===== src/rtl/comparator_nbit_serial.sv =====
// Bit-serial MSB-first magnitude comparator with start/busy/done handshake.
// Define CMP_SIGNED_EN to compare operands as two's complement.
module comparator_nbit_serial #(
  parameter int WIDTH = 8
) (
  input  logic             clk,
  input  logic             rst,
  input  logic             start,
  input  logic [WIDTH-1:0] A,
  input  logic [WIDTH-1:0] B,
  output logic             busy,
  output logic             done,
  output logic             GT,
  output logic             EQ,
  output logic             LT
);

  localparam int IW = (WIDTH > 1) ? $clog2(WIDTH) : 1;
  localparam logic [IW-1:0] MsbIdx = IW'(WIDTH - 1);

`ifdef CMP_SIGNED_EN
  localparam logic SgnEn = 1'b1;
`else
  localparam logic SgnEn = 1'b0;
`endif

  typedef enum logic [1:0] {
    IDLE    = 2'd0,
    COMPARE = 2'd1,
    DONE_S  = 2'd2
  } state_e;

  state_e           state_q;
  logic [WIDTH-1:0] a_q;
  logic [WIDTH-1:0] b_q;
  logic [IW-1:0]    idx_q;
  logic             busy_q;
  logic             done_q;
  logic             gt_q;
  logic             eq_q;
  logic             lt_q;

  logic a_bit;
  logic b_bit;
  logic inv;

  // Operands shift left so the bit under test is always the top bit.
  assign a_bit = a_q[WIDTH-1];
  assign b_bit = b_q[WIDTH-1];
  assign inv   = SgnEn & (idx_q == MsbIdx);

  always_ff @(posedge clk) begin
    if (rst) begin
      state_q <= IDLE;
      a_q     <= '0;
      b_q     <= '0;
      idx_q   <= '0;
      busy_q  <= 1'b0;
      done_q  <= 1'b0;
      gt_q    <= 1'b0;
      eq_q    <= 1'b0;
      lt_q    <= 1'b0;
    end else begin
      done_q <= 1'b0;
      unique case (state_q)
        IDLE: begin
          if (start) begin
            a_q     <= A;
            b_q     <= B;
            idx_q   <= MsbIdx;
            gt_q    <= 1'b0;
            eq_q    <= 1'b0;
            lt_q    <= 1'b0;
            busy_q  <= 1'b1;
            state_q <= COMPARE;
          end
        end
        COMPARE: begin
          if (a_bit != b_bit) begin
            gt_q    <= inv ? b_bit : a_bit;
            lt_q    <= inv ? a_bit : b_bit;
            done_q  <= 1'b1;
            state_q <= DONE_S;
          end else if (idx_q == '0) begin
            eq_q    <= 1'b1;
            done_q  <= 1'b1;
            state_q <= DONE_S;
          end else begin
            idx_q <= idx_q - IW'(1);
            a_q   <= a_q << 1;
            b_q   <= b_q << 1;
          end
        end
        DONE_S: begin
          busy_q  <= 1'b0;
          state_q <= IDLE;
        end
        default: begin
          busy_q  <= 1'b0;
          state_q <= IDLE;
        end
      endcase
    end
  end

  assign busy = busy_q;
  assign done = done_q;
  assign GT   = gt_q;
  assign EQ   = eq_q;
  assign LT   = lt_q;

endmodule


===== config.mk =====
export PLATFORM = sky130hd
export DESIGN_NAME = comparator_nbit_serial
export DESIGN_NICKNAME = d
export VERILOG_FILES = /design/src/rtl/comparator_nbit_serial.sv
export SDC_FILE = /design/constraint.sdc
export NUM_CORES = 1
export LEC_CHECK = 0
export CAP_MARGIN = 20
export CORE_UTILIZATION = 30
export DETAILED_ROUTE_END_ITERATION = 8
export PLACE_DENSITY = 0.59
export SYNTH_ARGS = -nofsm -noshare
export SYNTH_HDL_FRONTEND = slang
export SYNTH_SLANG_ARGS = --single-unit

===== constraint.sdc =====
create_clock -name clk -period 2.8 [get_ports clk]
set_input_delay 0.84 -clock clk [delete_from_list [all_inputs] [get_ports clk]]
set_output_delay 0.84 -clock clk [all_outputs]
set_load 0.01 [all_outputs]

==> flow_metrics.tcl, run 1 <==
set metrics [dict create \
    p_total_uw 1010 \
    clk_latency_ps 270 \
    rows 23 \
    place.detailed.hpwl_um 1880 \
    root_buffer "clkbuf_8" \
    antenna_cells 0 \
    crit_family "buffers and inverters" \
    holdCritPathClass "flop to flop" \
    synth_cells 121 \
    fin_setup_tns_ps 0 \
    cp.buffers_inverters 1 \
    cp_slowest_cell "clkdlybuf4s50_1" \
    crit_path_cell_trace "clkdlybuf4s50_1" \
    wl_per_cell_um 14.7 \
    ir_worst_vdd_mv 0.182 \
    end_kind "primary output" \
    yosys.area.top_type_share_pct 39.6 \
    cts_htree_levels 1 \
    crit_type "flop to primary output" \
    use_met1_pct 15.3 \
    drive_gt1_share_pct 19.6 \
    fmax_ghz 0.501 \
    synthMostInstantiatedCell "dfxtp_1" \
    synth.net_count 142 \
    netlist_top_cells_area "dfxtp_1, a211oi_1, mux2i_1" \
    synth_warnings 0 \
    synth_top_area_cell "dfxtp_1" \
    synthFlopType "dfxtp_1" \
    holdWs_ps 460 \
    ys_seq_elements 26 \
    initial_core_util_pct 32.0 \
    wirelength_um 2830 \
    dr.pass1.iters 3 \
    post-route-min-period_ps 2000 \
    clk_path_buf_depth 2 \
    fill_cells 405 \
    first_global_vias 990 \
    gp_congestion 0.679 \
    cts_sinks 26 \
    path_clk_slew_ps 90 \
    worstSetupStartpointType "flop" \
    run_status "complete, no violations" \
    power.density_mw_per_mm2 623 \
    drv_slew 0 \
    fin_nets 165 \
    overflow 0 \
    rsz0062_at_grt "no" \
    hold_buffers 0 \
    die_h_um 68.2 \
    synth-async-reset-ratio_pct 0 \
    track_usage_pct 13.0 \
    area_growth_pct 23.8 \
    antenna_found_initial 0 \
    grt_pass1_wl_um 4490 \
    coreArea_mm2 0.00412 \
    yosys.cell_types.count 25 \
    viasPerCell 5.16 \
    drc 0 \
    die_area_mm2 0.00465 \
    ant_nets 0 \
    cts_tree "yes" \
    period_share_pct 71.3 \
    cts_resized 0 \
    slew_headroom_pct 71.7 \
    die_x_um 68.2 \
    grt_max_degree 26 \
    required_ps 1960 \
    io_pins 24 \
    final_hold_viol_count 0 \
    syn_area_mm2 0.00132 \
    synth_enable_flop_cells 0 \
    synthTopCellsByCount "dfxtp_1, a211oi_1, mux2i_1, a211oi_2, nand2b_1" \
    arrival_ps 1160 \
    setup_violations 0 \
    avgSynthCellArea_um2 10.9 \
    met3_usage_pct 2.17 \
    yosysSeqAreaShare_pct 39.6 \
    cp_max_fo 2 \
    fin_skew_ps 2.10 \
    power.leakage_uw 0.000548 \
    postCtsSetupBuffers 0 \
    drt-initial-drc-count 40 \
    post-route-util_pct 39.6 \
    grt-busiest-layer "met2" \
    grt_use_met2_pct 22.9 \
    cpPeakStageDelay_ps 540 \
    numPortBuffers 23 \
    max-cap-violations 0 \
    tightestPinTransition_ps 425 \
    vias 995 \
    cts_buffers 3 \
]
[cell usage in the layout (no fill, tap or decap)]
master,Yosys,routed
xnor2_2,1,1
dfxtp_1,26,26
nor3_1,1,1
a2111oi_0,2,2
nand4b_1,1,1
o21ai_2,2,2
o21bai_1,2,2
a211oi_2,8,8
a21oi_1,5,5
a21o_2,1,1
nand3b_1,2,2
clkbuf_8,0,4
buf_4,0,5
nor4_1,2,2
nor3b_4,2,2
nor2_1,2,2
ha_1,2,2
a211oi_1,21,21
mux2i_1,14,14
clkdlybuf4s50_1,0,23
a21oi_2,1,1
inv_1,5,5
buf_8,1,1
nand2b_1,7,7
a31o_2,3,3
[worst reg2reg max path: cells and delay by family, from the launching register on]
family	cells	cell delay [ps]
adder cells (fa/ha/maj)	2	430
flip-flops	1	340
AO/OA/AOI/OAI	2	580
AND/OR/NAND/NOR	1	180
buffers and inverters	2	320
[final timing paths]
path	to	slack (ps)	startpoint	cells past startpoint
setup / recovery	EQ	800	EQ$_SDFFE_PP0P_	1
hold / removal	idx_q[1]$_SDFFE_PP0P_	460	idx_q[1]$_SDFFE_PP0P_	2
setup reg to reg	b_q[5]$_SDFFE_PP0P_	820	idx_q[0]$_SDFFE_PP0P_	7
hold reg to reg	idx_q[1]$_SDFFE_PP0P_	460	idx_q[1]$_SDFFE_PP0P_	2
[registers in the layout, indices dropped and copies added (netlist names)]
signal,flops
EQ,1
GT,1
LT,1
a_q,8
b_q,8
busy,1
done,1
idx_q,3
state_q,2
[logic make-up after synthesis]
group,Yosys count,synth area share [%]
AND/OR/NAND/NOR,17,9.89
AO/OA/AOI/OAI,45,28.6
multiplexers,14,10.7
flip-flops,26,39.6
adder cells (fa/ha/maj),2,1.90
XOR/XNOR,1,1.24
buffers and inverters,16,8.09
[where the power goes]
group	total, uW	leakage [uW]	internal, uW	switching, uW
Clock	244	0.0000288	126	119
Sequential	451	0.000215	420	30.6
Combinational	319	0.000305	148	171
[routing by layer]
layer	up-vias	part of all wire (%)
li1	501	-
met1	475	47
met2	15	48
met3	4	3.3
met4	0	1.5
met5	-	0
[final cells by class]
type                            instances  area, um2  area share (%)
Sequential cell                        26        520            32.0
Multi-Input combinational cell         79        688            42.3
Timing Repair Buffer                   29        283            17.4
Clock buffer                            4       55.1            3.38
Tap cell                               50       62.6            3.84
Inverter                                5       18.8            1.15
[through the flow]
step	cells	area (um2)	setup slack (ps)
CTS	192	1610	726
finish	193	1630	805
global route	193	1630	712
floorplan	121	1320	1090
detailed placement	188	1560	530
global placement	188	1560	593
Note: power is estimated with default switching activity, not from simulation.
==> run 2, diff against run 1 <==
--- a/config.mk
+++ b/config.mk
@@ -8,7 +8,7 @@
 export CAP_MARGIN = 20
 export CORE_UTILIZATION = 30
 export DETAILED_ROUTE_END_ITERATION = 8
-export PLACE_DENSITY = 0.59
+export PLACE_DENSITY = 0.6
 export SYNTH_ARGS = -nofsm -noshare
 export SYNTH_HDL_FRONTEND = slang
 export SYNTH_SLANG_ARGS = --single-unit
==> constraint.sdc (replaced) <==
create_clock -name clk -period 1.8 [get_ports clk]
set_input_delay 0.54 -clock clk [delete_from_list [all_inputs] [get_ports clk]]
set_output_delay 0.54 -clock clk [all_outputs]
set_load 0.01 [all_outputs]
==> flow_metrics.tcl, run 2 (same netlist as run 1, synthesis figures left out) <==
set metrics [dict create \
    run_status "complete, no violations" \
    overflow 0 \
    first_global_vias 953 \
    io_pins 24 \
    cts_htree_levels 1 \
    rsz0062_at_grt "no" \
    track_usage_pct 13.4 \
    cts_tree "yes" \
    clk_path_buf_depth 2 \
    layout_commonest_cell "dfxtp_1" \
    worstSetupStartpointType "flop" \
    use_met1_pct 17.1 \
    period_share_pct 94.0 \
    fill_cells 411 \
    wl_per_cell_um 14.1 \
    p_seq_share_pct 44.1 \
    power.leakage_uw 0.000571 \
    crit_type "flop to primary output" \
    die_h_um 68.2 \
    cp_slowest_cell "clkdlybuf4s50_1" \
    drv_slew 0 \
    fin_nets 169 \
    required_ps 1260 \
    cts_buffers 3 \
    gp_congestion 0.698 \
    p_total_uw 1620 \
    place.detailed.hpwl_um 1920 \
    drt-initial-drc-count 55 \
    biggestRegsByFlops "a_q (8), b_q (8), idx_q (3)" \
    power.density_mw_per_mm2 962 \
    power.internal_uw 1110 \
    end_kind "primary output" \
    numPortBuffers 23 \
    antenna_cells 0 \
    clk_latency_ps 270 \
    placed_cells_incl_taps 193 \
    power_switching_uw 510 \
    crit_path_cell_trace "clkdlybuf4s50_1" \
    area_growth_pct 27.8 \
    dr.pass1.iters 2 \
    ant_nets 0 \
    grt_use_met2_pct 21.8 \
    holdWs_ps 463 \
    holdCritPathClass "flop to flop" \
    path_clk_slew_ps 90 \
    met3_usage_pct 2.00 \
    rows 23 \
    grt-busiest-layer "met2" \
    die_area_mm2 0.00465 \
    final-instance-count-excl-fill 197 \
    fin_setup_tns_ps 0 \
    arrival_ps 1150 \
    initial_core_util_pct 32.0 \
    final_cell_mix "dfxtp_1, clkdlybuf4s50_1, a211oi_1, mux2i_1" \
    viasPerCell 5.05 \
    antenna_found_initial 0 \
    wirelength_um 2780 \
    pwr-share-clk_pct 23.8 \
    root_buffer "clkbuf_8" \
    slew_headroom_pct 67.7 \
    fin_skew_ps 2.01 \
    switching_share_pct 31.6 \
    coreArea_mm2 0.00412 \
    max-cap-violations 0 \
    vias 995 \
    fmax_ghz 0.591 \
    post-route-min-period_ps 1690 \
    setup_violations 0 \
    drc 0 \
    post-route-util_pct 40.8 \
    p_comb_share_pct 32.1 \
    grt_pass1_wl_um 4690 \
    die_x_um 68.2 \
    cp.buffers_inverters 1 \
    cp_max_fo 2 \
    tightestPinTransition_ps 485 \
    final_hold_viol_count 0 \
    crit_family "buffers and inverters" \
    drive_gt1_share_pct 22.4 \
    cpPeakStageDelay_ps 540 \
    grt_max_degree 19 \
    ir_worst_vdd_mv 0.344 \
    cts_sinks 26 \
]
==> run 2: power groups by stage <==
stage,Sequential [uW],Clock [uW],Combinational (uW)
floorplan,704,0,383
global placement,719,0,493
detailed placement,723,0,504
CTS,709,394,510
global route,725,428,566
finish,712,385,518
==> run 2: final cells by class <==
type | instances | area (um2) | area share [%]
multi-input combinational | 79 | 702 | 41.8
timing repair buffer | 33 | 322 | 19.1
clock buffer | 4 | 55.1 | 3.28
sequential | 26 | 520 | 31.0
inverter | 5 | 18.8 | 1.12
tap | 50 | 62.6 | 3.72
==> run 2: worst paths after layout <==
| check | startpoint | end | slack [ps] | depth (start not counted) |
|---|---|---|---|---|
| setup / recovery | EQ$_SDFFE_PP0P_ | EQ | 110 | 1 |
| hold / removal | idx_q[1]$_SDFFE_PP0P_ | idx_q[1]$_SDFFE_PP0P_ | 460 | 2 |
| setup reg to reg | idx_q[0]$_SDFFE_PP0P_ | b_q[7]$_SDFFE_PP0P_ | 160 | 7 |
| hold reg to reg | idx_q[1]$_SDFFE_PP0P_ | idx_q[1]$_SDFFE_PP0P_ | 460 | 2 |
==> run 2: layer usage <==
metal | part of all wire [%] | vias up
met3 | 3.2 | 2
met2 | 46 | 13
li1 | - | 514
met5 | 0 | -
met1 | 49 | 466
met4 | 1.2 | 0
==> run 2: repair_timing <==
item | in CTS | in global routing
buffers inserted | 0 | 0
resized for setup | 0 | 3
hold buffers | 0 | 0
setup endpoints to repair | 0 | 6
==> run 2: stage by stage <==
stage          instance area (um2)  setup WS [ps]
6_report                      1680            109
5_1_grt                       1680           22.7
4_1_cts                       1660           91.9
3_5_place_dp                  1610          -89.4
3_3_place_gp                  1610          -48.7
2_1_floorplan                 1320            110
